### src/rtl/op_io_ctrl.sv
// Sequences core input/output byte ops against host streams; output bytes buffered in a small FIFO.
// Optional input-wait timeout enabled by defining IO_TIMEOUT_EN.
module op_io_ctrl #(
  parameter int DATA_BITWIDTH  = 8,
  parameter int OUT_FIFO_DEPTH = 4,
  parameter int TIMEOUT_CYCLES = 1024
) (
  input  logic                     clk,
  input  logic                     rst_n,
  input  logic                     op_in_req,
  input  logic                     op_out_req,
  input  logic [DATA_BITWIDTH-1:0] op_out_data,
  output logic [DATA_BITWIDTH-1:0] op_in_data,
  output logic                     op_done,
  output logic                     op_busy,
  output logic                     op_timeout,
  input  logic                     host_in_valid,
  input  logic [DATA_BITWIDTH-1:0] host_in_data,
  output logic                     host_in_ready,
  output logic                     host_out_valid,
  output logic [DATA_BITWIDTH-1:0] host_out_data,
  input  logic                     host_out_ready,
  output logic                     flag_op_input_done,
  output logic                     flag_op_output_ready
);

  localparam int PTR_W = $clog2(OUT_FIFO_DEPTH);
  localparam int CNT_W = PTR_W + 1;

  typedef enum logic [1:0] {S_IDLE, S_IN_WAIT, S_OUT_WAIT, S_DONE} state_t;

  state_t                   state_q, state_d;
  logic [DATA_BITWIDTH-1:0] mem_q [OUT_FIFO_DEPTH];
  logic [PTR_W-1:0]         wr_ptr_q, rd_ptr_q;
  logic [CNT_W-1:0]         count_q, count_d;
  logic [DATA_BITWIDTH-1:0] in_data_q, in_data_d;
  logic                     was_in_q, was_in_d;
  logic                     out_rdy_q;
  logic                     push, pop, full, empty, in_hs, tmo_hit;

  assign full  = (count_q == CNT_W'(OUT_FIFO_DEPTH));
  assign empty = (count_q == '0);
  assign pop   = !empty && host_out_ready;

  // Input is only accepted once every previously issued output byte has left.
  assign host_in_ready = (state_q == S_IN_WAIT) && empty;
  assign in_hs         = host_in_valid && host_in_ready;

`ifdef IO_TIMEOUT_EN
  localparam int TMO_W = $clog2(TIMEOUT_CYCLES) + 1;
  logic [TMO_W-1:0] tmo_cnt_q;
  logic             tmo_q;

  assign tmo_hit = (state_q == S_IN_WAIT) && !in_hs &&
                   (tmo_cnt_q == TMO_W'(TIMEOUT_CYCLES - 1));

  always_ff @(posedge clk or negedge rst_n) begin
    if (!rst_n) begin
      tmo_cnt_q <= '0;
      tmo_q     <= 1'b0;
    end else begin
      tmo_cnt_q <= (state_q == S_IN_WAIT) ? tmo_cnt_q + TMO_W'(1) : '0;
      tmo_q     <= tmo_hit;
    end
  end

  assign op_timeout = tmo_q;
`else
  assign tmo_hit    = 1'b0;
  assign op_timeout = 1'b0;
`endif

  always_comb begin
    state_d   = state_q;
    push      = 1'b0;
    in_data_d = in_data_q;
    was_in_d  = was_in_q;
    case (state_q)
      S_IDLE: begin
        if (op_in_req) begin
          state_d = S_IN_WAIT;
        end else if (op_out_req) begin
          was_in_d = 1'b0;
          if (!full) begin
            push    = 1'b1;
            state_d = S_DONE;
          end else begin
            state_d = S_OUT_WAIT;
          end
        end
      end
      S_IN_WAIT: begin
        if (in_hs) begin
          in_data_d = host_in_data;
          was_in_d  = 1'b1;
          state_d   = S_DONE;
        end else if (tmo_hit) begin
          in_data_d = '0;
          was_in_d  = 1'b1;
          state_d   = S_DONE;
        end
      end
      S_OUT_WAIT: begin
        if (!full) begin
          push    = 1'b1;
          state_d = S_DONE;
        end
      end
      S_DONE:  state_d = S_IDLE;
      default: state_d = S_IDLE;
    endcase
  end

  always_comb begin
    count_d = count_q;
    case ({push, pop})
      2'b10:   count_d = count_q + CNT_W'(1);
      2'b01:   count_d = count_q - CNT_W'(1);
      default: count_d = count_q;
    endcase
  end

  always_ff @(posedge clk or negedge rst_n) begin
    if (!rst_n) begin
      state_q   <= S_IDLE;
      wr_ptr_q  <= '0;
      rd_ptr_q  <= '0;
      count_q   <= '0;
      in_data_q <= '0;
      was_in_q  <= 1'b0;
      out_rdy_q <= 1'b0;
    end else begin
      state_q   <= state_d;
      count_q   <= count_d;
      in_data_q <= in_data_d;
      was_in_q  <= was_in_d;
      out_rdy_q <= !empty;
      if (push) wr_ptr_q <= wr_ptr_q + PTR_W'(1);
      if (pop)  rd_ptr_q <= rd_ptr_q + PTR_W'(1);
    end
  end

  // Storage needs no reset: the head is masked while the FIFO is empty.
  always_ff @(posedge clk) begin
    if (push) mem_q[wr_ptr_q] <= op_out_data;
  end

  assign host_out_valid       = !empty;
  assign host_out_data        = empty ? '0 : mem_q[rd_ptr_q];
  assign op_in_data           = in_data_q;
  assign op_done              = (state_q == S_DONE);
  assign op_busy              = (state_q != S_IDLE);
  assign flag_op_input_done   = op_done && was_in_q;
  assign flag_op_output_ready = out_rdy_q;

endmodule

### config.mk
export PLATFORM = sky130hd
export DESIGN_NAME = op_io_ctrl
export DESIGN_NICKNAME = d
export VERILOG_FILES = /design/src/rtl/op_io_ctrl.sv
export SDC_FILE = /design/constraint.sdc
export NUM_CORES = 1
export LEC_CHECK = 0
export BUFFER_PORTS_ARGS = -buffer_cell sky130_fd_sc_hd__buf_2
export CAP_MARGIN = 30
export CORE_MARGIN = 1
export CORE_UTILIZATION = 25
export CTS_CLUSTER_SIZE = 25
export DETAILED_ROUTE_END_ITERATION = 8
export GPL_ROUTABILITY_DRIVEN = 1
export PLACE_DENSITY_LB_ADDON = 0.15
export SLEW_MARGIN = 20
export SYNTH_ARGS = -nofsm -noshare
export SYNTH_HDL_FRONTEND = slang
export SYNTH_SLANG_ARGS = --single-unit
export TNS_END_PERCENT = 10
### constraint.sdc
create_clock -name clk -period 2.6 [get_ports clk]
set_input_delay 0.13 -clock clk [delete_from_list [all_inputs] [get_ports clk]]
set_output_delay 0.13 -clock clk [all_outputs]
set_load 0.02 [all_outputs]
# == Word level (Yosys, flattened, before mapping) ==
# Memory sizes are Yosys's and may differ from the RTL's.
# Cells that the tools add are included.
# op_classes
n_addsub,4
multipliers,0
div_mod_pow,0
order_cmp,0
n_eq_ne,11
shift,0
n_mux,18
bitwise_logic,0
n_reduce_logical,13
# ops
cell,n
2-to-1 mux 1 bit,9
2-to-1 mux 2 bit,4
2-to-1 mux 8 bit,1
!= test 2 bit (second input constant),4
one-hot mux 2 bit (4 select lines),1
== test 2 bit (second input constant),3
one-hot mux 3 bit (2 select lines),1
nonzero test 2 bit,3
adder 2 x 1 -> 2 bit (second input constant),2
== test 2 x 1 -> 1 bit (second input constant),2
logical AND 1 bit,4
one-hot mux 1 bit (2 select lines),2
AND reduction 4 bit,1
adder 3 x 1 -> 3 bit (second input constant),1
== test 3 bit (second input constant),1
logical NOT 3 bit,1
!= test 3 bit (second input constant),1
AND reduction 3 bit,1
subtractor 3 x 1 -> 3 bit (second input constant),1
logical NOT 2 bit,1
AND reduction 2 bit,1
logical NOT 1 bit,1
# word_totals
reg_bits,19
latch_bits,0
mem_bits_rw,32
romBits,0
out_inout_bits,23
n_memories,1
# mem_list
name,words,word_bits,read_ports,rd_clocked_by_memory_dff,wr,line,source
mem_q,4,8,1,0,1,33,logic [DATA_BITWIDTH-1:0] mem_q [OUT_FIFO_DEPTH];

# == Logic depth before layout (Yosys ltp) ==
# Gate-level depths: netlist of run 1.
# depth
ltp_word,7
depth_mapped,11

# == Worst setup path before layout of run 1 ==
# No wires, ideal clock.
# synth_timing
path_type,flip-flop to flip-flop
start,reg state_q[0]
end,reg count_q[2]
t_arrival_ps,1947
required_ps,2475
setup_slack_ps,528
path_stages_with_launch,12
n_path_buf,0
period_less_slack_ps,2072
cell_sequence,dfrtp_1 -> inv_1 -> ha_1 -> nand3b_1 -> a21oi_1 -> inv_1 -> ha_1 -> inv_1 -> fa_1 -> xor2_1 -> nor2_1 -> xor2_1
# synth_between
elab_chain_cells,4
# synth_lines
item,line,source
start: declaration,32,"state_t state_q, state_d;"
start signal: assignment,133,state_q <= state_d;
== test 2 bit or logical NOT 2 bit (tied branches),78,case (state_q)
one-hot mux 1 bit (2 select lines) (*),78,
== test 2 x 1 -> 1 bit or == test 2 bit (tied branches),116,"case ({push, pop})"
one-hot mux 3 bit (2 select lines) or nonzero test 2 bit (tied branches),--,
end signal: assignment,134,count_q <= count_d;
end: declaration,35,"logic [CNT_W-1:0] count_q, count_d;"
# Mark *: on every way between the ends. The rest lies on a longest branch, timed or not.
# A chain may end at the register's enable or synchronous reset.

# == Worst setup path in the final report of run 1 ==
# layout_timing
start,reg rd_ptr_q[0]
end,out host_out_data[5]
# layout_between
elab_chain_cells,2
# layout_lines
item,line,source
start: declaration,34,"logic [PTR_W-1:0] wr_ptr_q, rd_ptr_q;"
start signal: assignment,139,if (pop) rd_ptr_q <= rd_ptr_q + PTR_W'(1);
memory read (4 x 8 bit),--,
2-to-1 mux 8 bit,149,assign host_out_data = empty ? '0 : mem_q[rd_ptr_q];
end: declaration,21,"output logic [DATA_BITWIDTH-1:0] host_out_data,"
# Every way passes these cells.

==> summary.txt, run 1 <==
Setup path
  – Setup Crit Path Kind: reg -> out
  – Slowest CP cell: dfrtp_1
  – CP peak stage delay: 0.78 ns
  – Largest delay share family, worst path: flip-flops
  – Worst path bufs/invs: 1
  – Critical path endpoint category: output port
  – Worst-path maximum fanout: 10
  – Required @ worst endpoint: approximately 2.5 ns
  – Crit-path cells: mux4_2 > and2_1 > buf_2
  – Startpoint class of the critical path: flip-flop
  – Worst EP arrival: roughly 2 ns

STA
  – Post-route minimum period: between 2 and 2.5 ns
  – Slew Limit Fails: 0
  – Setup_tns: 0 ns
  – Unrepaired setup endpoints after global routing: no
  – Fmax: between 400 and 500 MHz
  – Worst Hold Slack: 0.0368 ns
  – Normalized max-slew margin: 55.6%
  – Final hold vios: 0
  – Clk_skew: 0.00786 ns
  – Worst-Margin Slew: 0.666 ns
  – PnR worst setup slack: 0.472 ns
  – Crit share post-route: 81.8%
  – Final setup vio count: 0

Logic synthesis
  – FF+latch count, synth: just over 50
  – Seq/Total Area, Yosys: 64.8%
  – Netlist cell types: 26
  – Post-synthesis mux area share: 15.0%
  – Synth Cell Area: 0.00222 sq mm
  – Complex-gate fraction of the synthesized area: 1.69%
  – Syn nets: about 170
  – Largest family of logic cells by synthesized area: multiplexers
  – Area share of the largest cell type after synthesis: a little over two fifths
  – XOR/XNOR share of the synthesized area: between 2 and 2.5%
  – Adder-Cell Fraction of Synth Area: 5.99%
  – Mapped Cells: 136
  – Synth area leader: edfxtp_1
  – Top cells by area, synth: edfxtp_1, dfrtp_1, mux4_2
  – Syn Area/Cell: about 16 sq um
  – Simple-gate share of the synthesized area: approximately 7.0%
  – Synth warn: 0

Detailed routing
  – Remaining DRCs: 0
  – Vias: 1219
  – WL/cell: 14.0 um
  – First DRT Iteration DRCs: 51
  – DR pass1 iterations: 4
  – Vias per cell: between 4 and 5
  – Total wire length: between 4 and 5 mm
  – Antenna Nets Post-Route: 0

Final layout
  – Fillers: 852
  – Final Net Count: 217
  – Most common cell after layout, fill and taps aside: buf_2
  – Layout area overhead: 21.1%
  – Most frequent cells in the layout: buf_2, edfxtp_1, dfrtp_1
  – Antenna cells: 0
  – Share of cells above drive strength 1: around two fifths

Die
  – # rows: 33
  – Die X: 96.1 um
  – Placeable core area: 0.00838 sq mm
  – Starting Density: 26.4%
  – Die ar.: 0.00924 sq mm
  – Ports: 45
  – Die height: between 90 and 100 um

Clocking
  – Worst skew pair latency: 0.30 ns
  – CTS root buf: clkbuf_8
  – Clock buffer count from CTS: 5
  – Number of setup buffers added after CTS: 0
  – CTS H-tree lvls: 2
  – Clk buf depth: 2
  – Clock Sinks: 51
  – Clock Pin Slew Worst Setup and Hold Paths: 0.10 ns
  – CTS tree: yes
  – CTS resizes: 0

Placed design
  – Port Buffers: 43
  – DP Worst Slack: 0.493 ns
  – GP Congestion: roughly 0.63
  – Dpl hpwl: 2.86 mm

GRT
  – Total grt overflow: 0
  – Global-route wire length before repair: 6.40 mm
  – Gr usage total: 9.73%
  – Largest net degree at the start of global routing: 20
  – Vias in the first global route: roughly 1300
  – Initial antenna violation count: 0

Pwr
  – Peak supply drop: around 0.47 mV
  – PwrDens: 1180 mW/mm^2
  – Pleak: between 0.001 and 0.0015 uW

Job
  – Max-capacitance violation count: 0

Run status
  – Status: complete, no violations

Worst hold path
  – Worst min path class: in -> reg
-- cell families (layout without fill, tap and decap cells) --
group,count (synthesis),in the layout
XOR/XNOR,6,6
adder cells (fa/ha/maj),10,10
multiplexers,22,22
other,1,1
buffers and inverters,16,66
flip-flops,51,51
AO/OA/AOI/OAI,5,5
AND/OR/NAND/NOR,25,25
-- Yosys cell counts --
cell,number
edfxtp_1,32
dfrtp_1,19
and2_1,15
inv_1,12
ha_1,9
mux2_2,9
mux4_2,8
mux2i_1,4
xnor2_1,3
xor2_1,3
a21oi_1,2
a31oi_1,2
clkbuf_1,2
nand3_1,2
nor2_1,2
nor3b_1,2
a221oi_2,1
buf_2,1
buf_4,1
conb_1,1
fa_1,1
mux2_1,1
nand3b_1,1
nor2b_1,1
nor3_1,1
or4b_1,1
-- state kept, by name, summed over array words and instances (netlist names) --
signal	flops
count_q	3
state_q	2
wr_ptr_q	2
was_in_q	1
flag_op_output_ready	1
rd_ptr_q	2
op_in_data	8
mem_q	32
-- what timing repair did --
action | CTS | global route
hold buffers | 1 | 0
hold endpoints to repair | 19 | 0
setup endpoints to repair | 0 | 0
-- worst reg2reg max path, delay by kind of cell, from the launching register on --
| kind | cells | cell delay [ns] |
|---|---|---|
| adder cells (fa/ha/maj) | 2 | 0.55 |
| AND/OR/NAND/NOR | 2 | 0.51 |
| buffers and inverters | 2 | 0.14 |
| AO/OA/AOI/OAI | 1 | 0.11 |
| flip-flops | 1 | 0.43 |
| XOR/XNOR | 2 | 0.29 |
-- per-layer routing --
| layer | GRT usage [%] | vias up | wire length [um] |
|---|---|---|---|
| met5 | 0 | - | 0 |
| met4 | 4.10 | 0 | 53 |
| met3 | 2.69 | 5 | 211 |
| met2 | 16.4 | 37 | 1990 |
| met1 | 11.6 | 596 | 1820 |
| li1 | - | 581 | - |
-- through the flow --
stage	utilization, %	instance area (sq um)	std cells	total power, uW
final	32.0	2680	291	3160
after global routing	32.0	2680	291	3390
after CTS	32.0	2680	291	3220
after detailed placement	30.5	2560	282	2630
after global placement	30.5	2560	282	2600
after floorplan	-	2220	136	2220
-- area by class of cell --
class | count | area, sq um | share of cell area, %
multi-input cells | 69 | 714 | 26.6
flip-flops and latches | 51 | 1440 | 53.5
clock inverters | 3 | 47.5 | 1.77
inverters | 12 | 45.0 | 1.68
well taps | 105 | 131 | 4.90
clock buffers | 5 | 68.8 | 2.56
repair buffers | 46 | 240 | 8.95
-- final timing paths --
kind,startpoint,end,slack [ns],depth (start not counted)
max in group asynchronous,rst_n,wr_ptr_q[0],2.01,2
max reg2reg,count_q[0],count_q[2],0.50,9
max,rd_ptr_q[0],host_out_data[5],0.47,3
min reg2reg,op_in_data[6],op_in_data[6],0.51,1
min in group asynchronous,rst_n,op_in_data[1],0.29,2
min,op_out_data[6],mem_q[0][6],0.04,1
-- power by group --
group,internal [uW],switching [uW]
combinational,599,698
clock,292,274
sequential,1110,188
total,2000,1160
Note: power is estimated with default switching activity, not from simulation.
==> run 2, diff against run 1 <==
==> constraint.sdc (replaced) <==
create_clock -name clk -period 2.15 [get_ports clk]
set_input_delay 0.1075 -clock clk [delete_from_list [all_inputs] [get_ports clk]]
set_output_delay 0.1075 -clock clk [all_outputs]
set_load 0.02 [all_outputs]
==> run 2 against run 1 <==
Clock power rose by 20%. Highest routed layer unchanged. Final area up 3.3%. Sequential power increased by 18%. Register-to-register slack got worse by 0.38 ns. Largest cell class unchanged. Count of clock-buffer cells in the layout did not move. Global-route usage up 0.22 points. Core utilization grew 1.1 points.
==> summary.txt, run 2 (synthesized netlist as in run 1, its figures left out) <==
Run status
  – Status: complete, no violations

Final layout
  – Max FFs per register: 32 (unchanged)
  – Fillers: 816 (-4.2%)
  – Most frequent cells in the layout: buf_2, edfxtp_1, dfrtp_1
  – Reg with most FFs: mem_q
  – Share of cells above drive strength 1: 43.1% (+4.9 points)
  – Seq. cell area: 0.00144 sq mm (unchanged)
  – Final Net Count: 226 (+4.1%)
  – Most common cell after layout, fill and taps aside: buf_2
  – Layout area overhead: 25.1%
  – Antenna cells: 0 (unchanged)
  – Area of the multi-input gates: 734 sq um (+2.8%)

Die
  – Die X: 96.1 um (unchanged)
  – Die height: 96.1 um (unchanged)
  – Ports: 45 (unchanged)
  – # rows: 33 (unchanged)
  – Placeable core area: 0.00838 sq mm (unchanged)
  – Die ar.: 0.00924 sq mm (unchanged)
  – Starting Density: 26.4% (unchanged)

Detailed routing
  – Antenna Nets Post-Route: 0 (unchanged)
  – Total wire length: 4.13 mm (+1.4%)
  – Top sig layer: met4
  – Remaining DRCs: 0 (unchanged)
  – WL/cell: 13.8 um (-1.6%)
  – First DRT Iteration DRCs: 42 (-18%)
  – Vias: 1253 (+2.8%)
  – Met3 WL: 247 um (+17%)
  – M1 WL: 1.79 mm (-1.6%)
  – DR pass1 iterations: 2 (-2)
  – Met2 Wirelength: 2.00 mm (+0.71%)
  – Vias per cell: 4.18 (-0.29%)

Pwr
  – Pleak: 0.00115 uW (+3.7%)
  – PwrDens: 1420 mW/mm^2 (+20%)
  – Peak supply drop: 0.472 mV (+0.21%)

STA
  – Unrepaired setup endpoints after global routing: no
  – Final hold vios: 0 (unchanged)
  – Slew Limit Fails: 0 (unchanged)
  – Post-route minimum period: 2.03 ns
  – PnR worst setup slack: 0.124 ns (-0.349 ns)
  – Setup_tns: 0 ns (unchanged)
  – Fmax: about 490 MHz
  – Clk_skew: 0.00525 ns (-0.00262 ns)
  – Crit share post-route: 94.3%
  – Final setup vio count: 0 (unchanged)

Setup path
  – Setup Crit Path Kind: reg -> reg
  – Worst-path maximum fanout: 4 (-6)
  – Worst EP arrival: 2.27 ns (+0.27 ns)
  – Worst reg2reg path depth: 11 (+2)
  – Required @ worst endpoint: 2.39 ns (-0.08 ns)
  – Startpoint class of the critical path: flip-flop
  – Critical path endpoint category: flip-flop

GRT
  – Total grt overflow: 0 (unchanged)
  – Vias in the first global route: 1360 (+4.5%)
  – Global-route wire length before repair: 6.53 mm (+2.0%)
  – Gr usage total: 9.95% (+0.22 points)
  – Initial antenna violation count: 0 (unchanged)
  – Largest net degree at the start of global routing: 20 (unchanged)

Clocking
  – CTS H-tree lvls: 2 (unchanged)
  – CTS tree: yes
  – Worst skew pair latency: 0.31 ns (about the same)
  – Clock Pin Slew Worst Setup and Hold Paths: 0.10 ns (about the same)
  – CTS root buf: clkbuf_8
  – Clk buf depth: 2 (unchanged)
  – Clock Sinks: 51 (unchanged)
  – Clock buffer count from CTS: 5 (unchanged)
  – Number of setup buffers added after CTS: 0 (unchanged)

Worst hold path
  – Worst min path class: in -> reg
  – Hold path cells: 1 (unchanged)

Placed design
  – DP Worst Slack: 0.00675 ns (-0.487 ns)
  – GP Congestion: 0.648 (+2.9%)
  – Dpl hpwl: 2.97 mm (+3.9%)
  – Port Buffers: 43 (unchanged)

Job
  – Max-capacitance violation count: 0 (unchanged)
## run 2: path summary, 6_finish.rpt
check                           slack (ns)       endpoint            from
worst max-delay path                  0.12     count_q[2]      state_q[0]
worst min-delay path                  0.01    mem_q[2][1]  op_out_data[1]
worst max register to register        0.12     count_q[2]      state_q[0]
worst min register to register        0.50    rd_ptr_q[0]     rd_ptr_q[0]
max in group asynchronous             1.57    rd_ptr_q[0]           rst_n
min in group asynchronous             0.27  op_in_data[2]           rst_n
## run 2: area by class of cell
cell class	instances	area share [%]
clock buffer	5	2.48
clock inverter	3	1.67
inverter	12	1.62
multi-input combinational	69	26.5
sequential	51	51.8
tap	105	4.74
timing repair buffer	55	11.2
## run 2: metrics by stage
| step | hold slack [ns] | cells | instance area (sq um) | utilization, % | total power, uW |
|---|---|---|---|---|---|
| finish | 0.0149 | 300 | 2770 | 33.1 | 3930 |
| floorplan | -0.188 | 136 | 2220 | - | 2680 |
| detailed placement | 0.0836 | 290 | 2620 | 31.2 | 3250 |
| global route | 0.00119 | 300 | 2770 | 33.1 | 4220 |
| global placement | 0.0734 | 290 | 2620 | 31.2 | 3200 |
| CTS | 0.00920 | 300 | 2750 | 32.8 | 3960 |
## run 2: per-layer routing
layer	vias to the layer above	track usage (%)
met5	-	0
li1	601	-
met3	9	3.55
met4	0	4.35
met2	41	17.1
met1	602	11.0
## run 2: critical path, cell delays in order, from the launching register on
cell and delay [ns]:
dfrtp_1 0.42, inv_2 0.08, ha_1 0.22, inv_1 0.06
a21oi_1 0.07, inv_1 0.07, ha_2 0.18, inv_1 0.05
fa_1 0.38, xor2_1 0.15, nor2_1 0.13, xor2_1 0.15
## run 2: repair_timing
item / CTS / global route
gates resized for setup: 0 / 6
hold endpoints to repair: 21 / 0
hold buffers: 2 / 0
setup endpoints to repair: 0 / 2
## run 2: power breakdown
part | switching [uW] | total (uW) | internal [uW]
logic | 912 | 1720 | 811
registers | 186 | 1520 | 1340
clock network | 329 | 680 | 351
total | 1430 | 3930 | 2500
==> run 3, diff against run 2 <==
==> constraint.sdc (replaced) <==
create_clock -name clk -period 2.31 [get_ports clk]
set_input_delay 0.1155 -clock clk [delete_from_list [all_inputs] [get_ports clk]]
set_output_delay 0.1155 -clock clk [all_outputs]
set_load 0.02 [all_outputs]
==> run 3 against run 2 <==
Setup slack better by 0.062 ns. Die area unchanged. Global-route usage increased by 0.40 points. First-iteration DRC count decreased by 26%. Clock power decreased by 10%. Fmax down 4.6%. Sequential power fell by 5%. Hold slack improved by 0.020 ns. Total power shrank 9.1%. Register-to-register slack gained 0.06 ns. Critical endpoint unchanged. Largest power group unchanged.
==> summary.txt, run 3 (synthesized netlist as in run 1, its figures left out) <==
Final layout
  – Final Net Count: 221 (-2.2%)
  – Reg with most FFs: mem_q
  – Layout area overhead: 22.3%
  – Most common cell after layout, fill and taps aside: buf_2
  – Fillers: 837 (+2.6%)
  – Finished Layout Cells: 295 (-1.7%)
  – Most frequent cells in the layout: buf_2, edfxtp_1, dfrtp_1
  – Share of cells above drive strength 1: 39.5% (-3.6 points)
  – Design Area, Final: 0.00271 sq mm (-2.3%)
  – Antenna cells: 0 (unchanged)
  – Max FFs per register: 32 (unchanged)

Placed design
  – Port Buffers: 43 (unchanged)
  – Dpl cells: 286 (-1.4%)
  – GP Congestion: 0.653 (+0.76%)
  – Post-DP Area: 0.00259 sq mm (-1.1%)
  – Dpl hpwl: 3.09 mm (+4.0%)

Clocking
  – CTS tree: yes
  – Worst skew pair latency: 0.29 ns (-0.02 ns)
  – Clock Pin Slew Worst Setup and Hold Paths: 0.09 ns (about the same)
  – CTS root buf: clkbuf_8
  – Clock Sinks: 51 (unchanged)
  – Clock buffer count from CTS: 5 (unchanged)
  – CTS H-tree lvls: 2 (unchanged)
  – Clk buf depth: 2 (unchanged)

STA
  – Unrepaired setup endpoints after global routing: no
  – Final setup vio count: 0 (unchanged)
  – Setup_tns: 0 ns (unchanged)
  – Worst Hold Slack: 0.0347 ns (+0.0198 ns)
  – Final hold vios: 0 (unchanged)
  – Post-route minimum period: 2.12 ns (+0.0981 ns)
  – Fmax: 471 MHz (-4.6%)
  – Worst-Margin Slew: 0.534 ns
  – Crit share post-route: 92.0% (-2.3 points)
  – Normalized max-slew margin: 64.4%
  – Slew Limit Fails: 0 (unchanged)
  – Clk_skew: 0.00389 ns (-0.00135 ns)

Setup path
  – Crit-path cells: inv_1 > ha_2 > nand3b_1 > a21oi_1 > inv_1 > ha_1 > inv_1 > fa_1 > xor2_1 > nor2_1 > xor2_1
  – Critical path endpoint category: flip-flop
  – R2R setup slack: 0.19 ns (+0.06 ns)
  – Worst EP arrival: 2.31 ns (+0.04 ns)
  – CP peak stage delay: 0.42 ns (about the same)
  – Slowest CP cell: dfrtp_1
  – CP most frequent cell: inv_1
  – Worst-path maximum fanout: 6 (+2)
  – Largest delay share family, worst path: adder cells
  – Required @ worst endpoint: 2.50 ns (+0.11 ns)
  – Startpoint class of the critical path: flip-flop
  – Worst path bufs/invs: 3 (-1)
  – Setup Crit Path Kind: reg -> reg

Die
  – Die X: 96.1 um (unchanged)
  – Die height: 96.1 um (unchanged)
  – Placeable core area: 0.00838 sq mm (unchanged)
  – # rows: 33 (unchanged)
  – Die ar.: 0.00924 sq mm (unchanged)
  – Starting Density: 26.4% (unchanged)
  – Ports: 45 (unchanged)

GRT
  – Initial antenna violation count: 0 (unchanged)
  – Met2 Track Usage GR: 19.1% (+2.0 points)
  – Global-route wire length before repair: 6.97 mm (+6.7%)
  – GRT met3 Usage: 3.08% (-0.47 points)
  – Gr usage total: 10.4% (+0.40 points)
  – Met1 Resource Use GR: 11.7% (+0.70 points)
  – Vias in the first global route: 1413 (+3.9%)
  – Largest net degree at the start of global routing: 20 (unchanged)
  – Total grt overflow: 0 (unchanged)
  – Gr busiest metal: met2

Pwr
  – PwrDens: 1320 mW/mm^2 (-7.0%)
  – Peak supply drop: 0.541 mV (+15%)
  – Pleak: 0.00112 uW (-2.5%)

Run status
  – Status: complete, no violations

Detailed routing
  – DR pass1 iterations: 4 (+2)
  – Vias: 1263 (+0.80%)
  – Remaining DRCs: 0 (unchanged)
  – First DRT Iteration DRCs: 31 (-26%)
  – Total wire length: 4.29 mm (+3.8%)
  – Vias per cell: 4.28 (+2.5%)
  – Antenna Nets Post-Route: 0 (unchanged)
  – WL/cell: 14.5 um (+5.6%)

Job
  – Max-capacitance violation count: 0 (unchanged)

Worst hold path
  – Worst min path class: in -> reg
run 3: final cells by class:
class	instances	area [sq um]	area share (%)
Clock inverter	2	37.5	1.39
Sequential cell	51	1440	53.0
Tap cell	105	131	4.85
Inverter	12	45.0	1.66
Multi-Input combinational cell	69	717	26.5
Timing Repair Buffer	50	270	9.97
Clock buffer	6	72.6	2.68
run 3: per-stage QoR:
step | setup slack (ns) | util (%) | power [uW]
floorplan | 0.238 | - | 2500
global placement | 0.314 | 30.9 | 2970
detailed placement | 0.216 | 30.9 | 3010
CTS | 0.140 | 32.3 | 3650
global route | 0.0524 | 32.3 | 3840
finish | 0.186 | 32.3 | 3570
run 3: repair_timing:
item,in CTS,in global routing
hold endpoints to repair,19,0
setup endpoints to repair,0,1
setup buffers,0,0
hold buffers,1,0
resized for setup,0,1
run 3: final timing paths:
kind / startpoint / endpoint / cells past startpoint
worst max-delay path: state_q[1] / count_q[2] / 11
worst min-delay path: op_out_data[3] / mem_q[0][3] / 1
worst max register to register: state_q[1] / count_q[2] / 11
worst min register to register: op_in_data[6] / op_in_data[6] / 1
max in group asynchronous: rst_n / wr_ptr_q[1] / 2
min in group asynchronous: rst_n / op_in_data[1] / 2
run 3: where the power goes:
part	switching (uW)	total, uW	internal [uW]
clock network	287	610	323
logic	806	1520	711
registers	197	1440	1250
total	1290	3570	2280
run 3: worst reg2reg max path, delay by kind of cell (launching register included):
family          cells  cell delay [ns]
compound gates      1             0.20
xor+xnor            2             0.33
fa+ha+maj           3             0.65
buf+inv             3             0.26
flops               1             0.42
simple gates        2             0.16
run 3: routing by layer:
layer  up-vias  share of wire (%)
met2        37                 52
met1       635                 42
met3         2                5.6
met4         0               0.58
li1        589                  -
met5         -                  0
